**config.mk**
```make
export PLATFORM = sky130hd
export DESIGN_NAME = seq_divider_flat
export DESIGN_NICKNAME = d
export VERILOG_FILES = /design/src/rtl/seq_divider_pkg.sv /design/src/rtl/seq_divider_if.sv /design/src/rtl/seq_divider_div_step.sv /design/src/rtl/seq_divider.sv /design/src/flat_wrapper.sv
export SDC_FILE = /design/constraint.sdc
export NUM_CORES = 1
export LEC_CHECK = 0
export CORE_MARGIN = 2
export CORE_UTILIZATION = 50
export DETAILED_ROUTE_END_ITERATION = 12
export GPL_TIMING_DRIVEN = 0
export PLACE_DENSITY = 0.77
export SLEW_MARGIN = 20
export SYNTH_ARGS = -nofsm -noshare
export SYNTH_HDL_FRONTEND = slang
export SYNTH_HIERARCHICAL = 1
export SYNTH_SLANG_ARGS = --single-unit
export TNS_END_PERCENT = 100
```
**constraint.sdc**
```tcl
create_clock -name CLK -period 2.6 [get_ports CLK]
set_input_delay 0.65 -clock CLK [delete_from_list [all_inputs] [get_ports CLK]]
set_output_delay 0.65 -clock CLK [all_outputs]
set_load 0.01 [all_outputs]
```
**src/rtl/seq_divider_pkg.sv**
```systemverilog
// Shared definitions for the sequential restoring divider: default operand
// width, FSM state encoding and the derived datapath widths.
package seq_divider_pkg;

    // Default operand width; dividend is twice this wide.
    localparam int unsigned BwDefault = 16;

    // Derived widths at the default operand width.
    localparam int unsigned DvdWDefault = 2 * BwDefault;
    localparam int unsigned RemWDefault = BwDefault + 1;

    // Controller states.
    typedef enum logic [1:0] {
        StIdle = 2'd0,
        StRun  = 2'd1,
        StDone = 2'd2
    } state_e;

    // Dividend width for a given operand width.
    function automatic int unsigned dvd_width(input int unsigned bw);
        return 2 * bw;
    endfunction

    // Partial remainder width: one guard bit above the operand width.
    function automatic int unsigned rem_width(input int unsigned bw);
        return bw + 1;
    endfunction

    // Iteration counter width, wide enough to hold bw-1 for any bw >= 1.
    function automatic int unsigned cnt_width(input int unsigned bw);
        return (bw < 2) ? 1 : $clog2(bw);
    endfunction

endpackage

```
**src/rtl/seq_divider_if.sv**
```systemverilog
// Request/result bundle for the sequential divider. The requester drives
// start and the operands; the divider returns status and results.
interface seq_divider_if
    import seq_divider_pkg::*;
#(
    parameter int unsigned bw = BwDefault
) ();

    logic            start;
    logic [2*bw-1:0] dividend;
    logic [bw-1:0]   divisor;
    logic            busy;
    logic            done;
    logic [bw-1:0]   quotient;
    logic [bw-1:0]   remainder;
    logic            div_by_zero;
    logic            overflow;

    // Requester side.
    modport master (
        output start,
        output dividend,
        output divisor,
        input  busy,
        input  done,
        input  quotient,
        input  remainder,
        input  div_by_zero,
        input  overflow
    );

    // Divider side.
    modport slave (
        input  start,
        input  dividend,
        input  divisor,
        output busy,
        output done,
        output quotient,
        output remainder,
        output div_by_zero,
        output overflow
    );

endinterface

```
**src/rtl/seq_divider_div_step.sv**
```systemverilog
// One restoring-division iteration: shift the next dividend bit into the
// partial remainder, subtract the divisor if it fits, emit the quotient bit.
module seq_divider_div_step
    import seq_divider_pkg::*;
#(
    parameter int unsigned bw = BwDefault
) (
    input  logic [bw:0]   r_i,
    input  logic          bit_i,
    input  logic [bw-1:0] divisor_i,
    output logic [bw:0]   r_o,
    output logic          q_o
);

    logic [bw:0] trial;
    logic [bw:0] dvs_ext;

    // R < divisor on entry, so its top bit is always zero and drops out of T.
    logic unused_r_msb;
    assign unused_r_msb = r_i[bw];

    // Trial subtraction at bw+1 bits; restore by keeping T when it does not fit.
    always_comb begin
        trial   = {r_i[bw-1:0], bit_i};
        dvs_ext = {1'b0, divisor_i};
        r_o     = trial;
        q_o     = 1'b0;
        if (trial >= dvs_ext) begin
            r_o = trial - dvs_ext;
            q_o = 1'b1;
        end
    end

endmodule

```
**src/rtl/seq_divider.sv**
```systemverilog
// Iterative restoring divider: 2*bw-bit dividend by bw-bit divisor, one
// quotient bit per clock, with start/busy/done handshake. Divide-by-zero and
// quotient overflow are detected at acceptance and finish in one cycle.
module seq_divider
    import seq_divider_pkg::*;
#(
    parameter int unsigned bw = BwDefault
) (
    input logic          CLK,
    input logic          RESETn,
    seq_divider_if.slave bus
);

    localparam int unsigned CntW = cnt_width(bw);
    localparam int unsigned RemW = rem_width(bw);

    state_e          state_q, state_d;
    logic [CntW-1:0] cnt_q, cnt_d;
    logic [RemW-1:0] rem_q, rem_d;          // partial remainder R
    logic [bw-1:0]   lo_q, lo_d;            // unconsumed low dividend bits, MSB next
    logic [bw-1:0]   dvs_q, dvs_d;          // latched divisor
    logic [bw-1:0]   quo_q, quo_d;          // quotient bits collected so far
    logic [bw-1:0]   quotient_q, quotient_d;
    logic [bw-1:0]   remainder_q, remainder_d;
    logic            dbz_q, dbz_d;
    logic            ovf_q, ovf_d;

    logic [RemW-1:0] step_r;
    logic            step_q;
    logic [bw-1:0]   dvd_hi;
    logic [bw-1:0]   dvd_lo;
    logic [bw-1:0]   quo_next;

    assign dvd_hi   = bus.dividend[2*bw-1:bw];
    assign dvd_lo   = bus.dividend[bw-1:0];
    assign quo_next = (quo_q << 1) | bw'(step_q);

    seq_divider_div_step #(
        .bw (bw)
    ) u_step (
        .r_i       (rem_q),
        .bit_i     (lo_q[bw-1]),
        .divisor_i (dvs_q),
        .r_o       (step_r),
        .q_o       (step_q)
    );

    // Next-state logic: acceptance and error routing in idle, one iteration per RUN cycle.
    always_comb begin
        state_d     = state_q;
        cnt_d       = cnt_q;
        rem_d       = rem_q;
        lo_d        = lo_q;
        dvs_d       = dvs_q;
        quo_d       = quo_q;
        quotient_d  = quotient_q;
        remainder_d = remainder_q;
        dbz_d       = dbz_q;
        ovf_d       = ovf_q;

        unique case (state_q)
            StIdle: begin
                if (bus.start) begin
                    dvs_d = bus.divisor;
                    lo_d  = dvd_lo;
                    dbz_d = 1'b0;
                    ovf_d = 1'b0;
                    if (bus.divisor == '0) begin
                        dbz_d       = 1'b1;
                        quotient_d  = '1;
                        remainder_d = dvd_lo;
                        state_d     = StDone;
                    end else if (dvd_hi >= bus.divisor) begin
                        // Quotient would need more than bw bits.
                        ovf_d       = 1'b1;
                        quotient_d  = '1;
                        remainder_d = '0;
                        state_d     = StDone;
                    end else begin
                        rem_d   = {1'b0, dvd_hi};
                        cnt_d   = '0;
                        quo_d   = '0;
                        state_d = StRun;
                    end
                end
            end
            StRun: begin
                rem_d = step_r;
                lo_d  = lo_q << 1;
                quo_d = quo_next;
                cnt_d = cnt_q + CntW'(1);
                if (cnt_q == CntW'(bw - 1)) begin
                    quotient_d  = quo_next;
                    remainder_d = step_r[bw-1:0];
                    state_d     = StDone;
                end
            end
            StDone: begin
                state_d = StIdle;
            end
            default: begin
                state_d = StIdle;
            end
        endcase
    end

    // State and datapath registers; asynchronous reset aborts any operation.
    always_ff @(posedge CLK or negedge RESETn) begin
        if (!RESETn) begin
            state_q     <= StIdle;
            cnt_q       <= '0;
            rem_q       <= '0;
            lo_q        <= '0;
            dvs_q       <= '0;
            quo_q       <= '0;
            quotient_q  <= '0;
            remainder_q <= '0;
            dbz_q       <= 1'b0;
            ovf_q       <= 1'b0;
        end else begin
            state_q     <= state_d;
            cnt_q       <= cnt_d;
            rem_q       <= rem_d;
            lo_q        <= lo_d;
            dvs_q       <= dvs_d;
            quo_q       <= quo_d;
            quotient_q  <= quotient_d;
            remainder_q <= remainder_d;
            dbz_q       <= dbz_d;
            ovf_q       <= ovf_d;
        end
    end

    // Status decodes straight from the state register; results from output registers.
    always_comb begin
        bus.busy        = (state_q != StIdle);
        bus.done        = (state_q == StDone);
        bus.quotient    = quotient_q;
        bus.remainder   = remainder_q;
        bus.div_by_zero = dbz_q;
        bus.overflow    = ovf_q;
    end

endmodule

```
**src/flat_wrapper.sv**
```systemverilog
// flat-port wrapper written by rule: the top's interface ports become plain ports
module seq_divider_flat import seq_divider_pkg::*;
#(
    parameter int unsigned bw = BwDefault
)
  (CLK, RESETn, bus_start, bus_dividend, bus_divisor, bus_busy, bus_done, bus_quotient, bus_remainder, bus_div_by_zero, bus_overflow);
  seq_divider_if #(.bw(bw)) bus_i ();
  input logic CLK;
  input logic RESETn;
  input wire logic [$bits(bus_i.start)-1:0] bus_start;
  input wire logic [$bits(bus_i.dividend)-1:0] bus_dividend;
  input wire logic [$bits(bus_i.divisor)-1:0] bus_divisor;
  output wire logic [$bits(bus_i.busy)-1:0] bus_busy;
  output wire logic [$bits(bus_i.done)-1:0] bus_done;
  output wire logic [$bits(bus_i.quotient)-1:0] bus_quotient;
  output wire logic [$bits(bus_i.remainder)-1:0] bus_remainder;
  output wire logic [$bits(bus_i.div_by_zero)-1:0] bus_div_by_zero;
  output wire logic [$bits(bus_i.overflow)-1:0] bus_overflow;
  assign bus_i.start = bus_start;
  assign bus_i.dividend = bus_dividend;
  assign bus_i.divisor = bus_divisor;
  assign bus_busy = bus_i.busy;
  assign bus_done = bus_i.done;
  assign bus_quotient = bus_i.quotient;
  assign bus_remainder = bus_i.remainder;
  assign bus_div_by_zero = bus_i.div_by_zero;
  assign bus_overflow = bus_i.overflow;
  seq_divider #(.bw(bw)) u_core (.CLK(CLK), .RESETn(RESETn), .bus(bus_i));
endmodule
```
[After elaboration in Yosys (flattened, before gate mapping)]
Cells that the tools add are included.
Cells by class
  add/subtract/negate cells: 2
  order comparisons: 2
  equality and inequality tests: 8
  mux-type cells: 34
  bitwise logic cells: 1
  reduce and logical (&&, ||, !) cells: 9
Operators by type and width (number)
  2-to-1 mux 16 bit: 13
  one-hot mux 16 bit (2 select lines): 4
  2-to-1 mux 15 bit: 3
  one-hot mux 15 bit (2 select lines): 1
  greater-or-equal comparator 17 x 16 -> 1 bit: 1
  greater-or-equal comparator 16 bit: 1
  zero test 16 bit: 1
  bitwise OR 16 x 1 -> 16 bit: 1
  subtractor 16 bit: 1
  2-to-1 mux 4 bit: 3
  2-to-1 mux 2 bit: 4
  one-hot mux 4 bit (2 select lines): 1
  AND reduction 4 bit: 2
  inequality test 2 bit, second input constant: 3
  AND reduction 2 bit: 3
  adder 4 x 1 -> 4 bit, second input constant: 1
  equality test 4 bit, second input constant: 1
  2-to-1 mux 1 bit: 4
  one-hot mux 2 bit (2 select lines): 1
  nonzero test 2 bit: 2
  inequality test 3 x 1 -> 1 bit, second input constant: 1
  equality test 2 x 1 -> 1 bit, second input constant: 1
  equality test 2 bit, second input constant: 1
  zero test 2 bit: 1
  inequality test 2 x 1 -> 1 bit, second input constant: 1
Storage, ports and cells
  flip-flop bits (word level): 103
  bits of input ports: 51
  output and inout port bits: 36
  logic and storage cells: 66

[Longest topological paths before layout]
  depth after elaboration: 5
  mapped depth: 13
  gate-level depth less buffers: 13

[By module]
The synthesis kept the hierarchy.
By module, submodules not included
  seq_divider: times used 1, cells each 498, area an instance 4889.7 sq um, sequential area each 2602.5 sq um
  seq_divider_div_step: times used 1, cells each 137, area an instance 1067.3 sq um, sequential area each 0.0 sq um

[Worst setup path after synthesis]
OpenSTA, ideal clock, no wires.
  kind: register -> register
  start point: reg u_core.rem_q[3]
  end point: reg u_core.remainder_q[12] (netlist: u_core/bus.remainder[12])
  library setup time: 0.127 ns
  arrival time: 2.651 ns
  required time: 2.473 ns
  path slack: -0.179 ns
  stages on the path, launching flop included: 13
  buffers on the path: 1
  period minus slack after synthesis: 2.779 ns
  cell sequence: dfrtp_1 -> ha_1 -> a21o_1 -> a31oi_1 -> o21ai_2 -> a21oi_4 -> o211ai_2 -> a21oi_4 -> buf_12 -> mux2_4 -> nand2_1 -> o21ai_0 -> mux2_1
On the way
  cells in the longest elaborated chain, start to end: 4
  elaborated cells on any way between the ends: 5
  classes of those cells: add/sub (1); order compare (1); mux (3)
Ends and longest elaborated chain
  from (decl): RTL line seq_divider.sv:19  | logic [RemW-1:0] rem_q, rem_d;
  from (signal assigned): RTL line seq_divider.sv:123  | rem_q <= rem_d;
  subtractor 16 bit / greater-or-equal comparator 17 x 16 -> 1 bit (equally long branches): RTL line seq_divider_div_step.sv:29, seq_divider_div_step.sv:28
  2-to-1 mux 16 bit (*): RTL line seq_divider_div_step.sv:28  | if (trial >= dvs_ext) begin
  net u_core.step_r[12]: RTL line seq_divider.sv:28  | logic [RemW-1:0] step_r;
  2-to-1 mux 16 bit (*): RTL line seq_divider.sv:92  | if (cnt_q == CntW'(bw - 1)) begin
  one-hot mux 16 bit (2 select lines) (*): RTL line seq_divider.sv:61  | unique case (state_q)
  to (signal assigned): RTL line seq_divider.sv:128  | remainder_q <= remainder_d;
  to (decl): RTL line seq_divider.sv:24  | logic [bw-1:0] remainder_q, remainder_d;
Mark *: on every way through the listed nets, which the timed path passes. The rest lies on a longest branch. The select of a mux whose other input is x is not followed.
A chain may end at the register's enable or synchronous reset.

[Worst setup path after layout]
  start point: reg u_core.lo_q[15]
  end point: reg u_core.remainder_q[14] (netlist: u_core/bus.remainder[14])
On the way
  cells in the longest elaborated chain, start to end: 4
  elaborated cells on any way between the ends: 5
  classes of those cells: add/sub (1); order compare (1); mux (3)
Ends and longest elaborated chain
  from (decl): RTL line seq_divider.sv:20  | logic [bw-1:0] lo_q, lo_d;
  from (signal assigned): RTL line seq_divider.sv:124  | lo_q <= lo_d;
  subtractor 16 bit / greater-or-equal comparator 17 x 16 -> 1 bit (equally long branches): RTL line seq_divider_div_step.sv:29, seq_divider_div_step.sv:28
  2-to-1 mux 16 bit (*): RTL line seq_divider_div_step.sv:28
  net u_core.step_r[14]: RTL line seq_divider.sv:28
  2-to-1 mux 16 bit (*): RTL line seq_divider.sv:92
  one-hot mux 16 bit (2 select lines) (*): RTL line seq_divider.sv:61
Marked as above.

==> metrics.md <==
| Metric | Value |
|---|---|
| CP Class | flip-flop to flip-flop |
| Total power | 0.0115 W |
| Clk sinks | 103 |
| Vias per cell | 5.80 |
| DR iter-0 viols | 423 |
| Setup TNS Final | -2.42 ns |
| Largest net degree at the start of global routing | 77 |
| Worst Max-Slew Pin Slew | 0.976 ns |
| FF-to-FF setup slack | -0.18 ns |
| Vias | 5173 |
| ANT cells | 0 |
| Worst reg2reg path depth | 13 |
| Util after Layout | 68.3% |
| Critical Path End | u_core/bus.remainder[14] |
| Pwr per Cell Area | 1470 mW/mm² |
| Period utilisation layout | 107% |
| R2r startpoint | u_core/lo_q[15] |
| Initial Utilization | 51.3% |
| Nets | slightly above 800 |
| Cell Area, Placed | between 0.006 and 0.007 mm² |
| Crit Path Max Fanout | 4 |
| Drt total wl | 17100 µm |
| Final worst setup slack | -0.177 ns |
| Hold Fails Final Rpt | 0 |
| Failing checks | setup timing |
| Critical Path Sink Type | flip-flop |
| Worst hold slack | 0.145 ns |
| CP Data Required Time | ~2.9 ns |
| Row count | 39 |
| Worst skew pair latency | 0.36 ns |
| Post-Syn Instances | 625 |
| Worst EP arrival | between 3 and 4 ns |
| DR WL/cell | 19.1 µm |
| Final slew viol count | 0 |
| Filler cells | between 800 and 900 |
| Final Skew | about 0.0057 ns |
| CTS Buf Count | 9 |
| Maximum VDD drop | 1.13 mV |
| Area Overhead vs Synth | 33.1% |
| Synth Area per Inst | about 9.4 µm² |
| Crit start category | flip-flop |
| Die Ht | 112 µm |
| Yosys warnings | 6 |
| Max Cap Viol | 0 |
| Gpl congestion | 0.903 |
| Overall Global Routing Usage | 27.5% |
| Post-Syn Nets | 710 |
| DRT Pass-1 Iters | 5 |
| Root Buffer | clkbuf_16 |
| P_leak | 3.63 nW |
| CTS max path bufs | 2 |
| Most common cell after layout, fill and taps aside | nand2_1 |
| Reg2reg end | u_core/bus.remainder[14] |
| Vias in the first global route | 5264 |
| CP startpoint | u_core/lo_q[15] |
| F_max | roughly 0.36 GHz |
| Design Area, Final | about 0.0078 mm² |
| GRT Residual Overflow | 0 |
| Relative slew slack | 34.9% |
| Initial antenna violation count | 0 |
| Layout cell share with drive strength beyond 1 | 19.8% |
| Syn Std Cell Area | 0.00588 mm² |
| IO Pins | 87 |
| CORE AREA | 0.0115 mm² |
| Die area | 0.0126 mm² |
| RSZ-0062 raised after global routing | true |
| Hold WC Path Type | input pin to asynchronous set/reset pin |
| Status | complete, but fails checks |
| PortBufs | 86 |
| First-pass GRT wire length | around 27000 µm |
| Clock-pin transition on the worst setup and hold timing paths | 0.07 ns |
| Max H-tree Level | 3 |
| Post-route minimum period | 2.78 ns |
| Die X | 112 µm |
| Most frequent cells in the layout | nand2_1, dfrtp_1, clkdlybuf4s50_1 |
| DP HPWL | 12000 µm |
| CTS tree | yes |
| DRC viols | 0 |
| # setup viols final | 21 |
| Final ANT Viol Nets | 0 |
## metal layers
metal	GRT usage [%]	up-vias	share of wire, %
met4	10.2	0	3.2
li1	-	2394	-
met2	45.1	185	48
met1	35.4	2554	43
met3	7.34	40	5.7
met5	0	-	0
## state kept, by name, summed over array words and instances, names as in the netlist
| register | count |
|---|---|
| u_core/cnt_q | 4 |
| u_core/bus.quotient | 16 |
| u_core/rem_q | 16 |
| u_core/bus.div_by_zero | 1 |
| u_core/lo_q | 16 |
| u_core/quo_q | 15 |
| u_core/bus.remainder | 16 |
| u_core/state_q | 2 |
| u_core/dvs_q | 16 |
| u_core/bus.overflow | 1 |
## layout make-up
class                   instances  area, µm²  share of cell area (%)
inverters                      63        236                    3.02
well taps                     143        179                    2.29
flip-flops and latches        103       2580                    32.9
multi-input cells             428       3280                    41.9
repair buffers                110       1100                    14.0
clock buffers                  10        229                    2.92
plain buffers                  29        156                    2.00
clock inverters                 6       73.8                   0.943
## worst min path at each step
stage,start,to,depth (start not counted)
global route,RESETn,u_core/dvs_q[3],1
global placement,u_core/lo_q[3],u_core/lo_q[3],2
finish,RESETn,u_core/dvs_q[3],1
CTS,RESETn,u_core/dvs_q[3],1
detailed placement,u_core/lo_q[9],u_core/lo_q[9],2
floorplan,RESETn,u_core/bus.div_by_zero,0
## stage by stage
step / std cells / setup slack (ns)
floorplan: 625 / -0.0310
global placement: 854 / -3.07
detailed placement: 855 / -0.686
CTS: 888 / -0.156
global route: 892 / -0.271
finish: 892 / -0.177
## worst max-delay path, stage by stage, from the launching register on
cell	delay, ns
dfrtp_1	0.36
inv_1	0.05
ha_2	0.19
fa_2	0.37
nor2b_4	0.17
o2111ai_4	0.15
a31oi_4	0.29
o2bb2ai_2	0.15
a21oi_2	0.08
xnor2_1	0.13
mux2_4	0.29
nand2_4	0.07
o21ai_1	0.08
mux2_4	0.28
## timing repair
action / CTS / global route
setup buffers: 18 / 5
endpoints found under the setup margin: 61 / 51
hold buffers: 0 / 0
resized for setup: 86 / 48
pin swaps: 15 / 16
cloned: 1 / 0
## power breakdown
group / internal, W / switching [W] / total, W
Sequential: 0.00228 / 0.000481 / 0.00276
Clock: 0.000763 / 0.000662 / 0.00143
Combinational: 0.00350 / 0.00384 / 0.00734
Note: power is estimated with default switching activity, not from simulation.
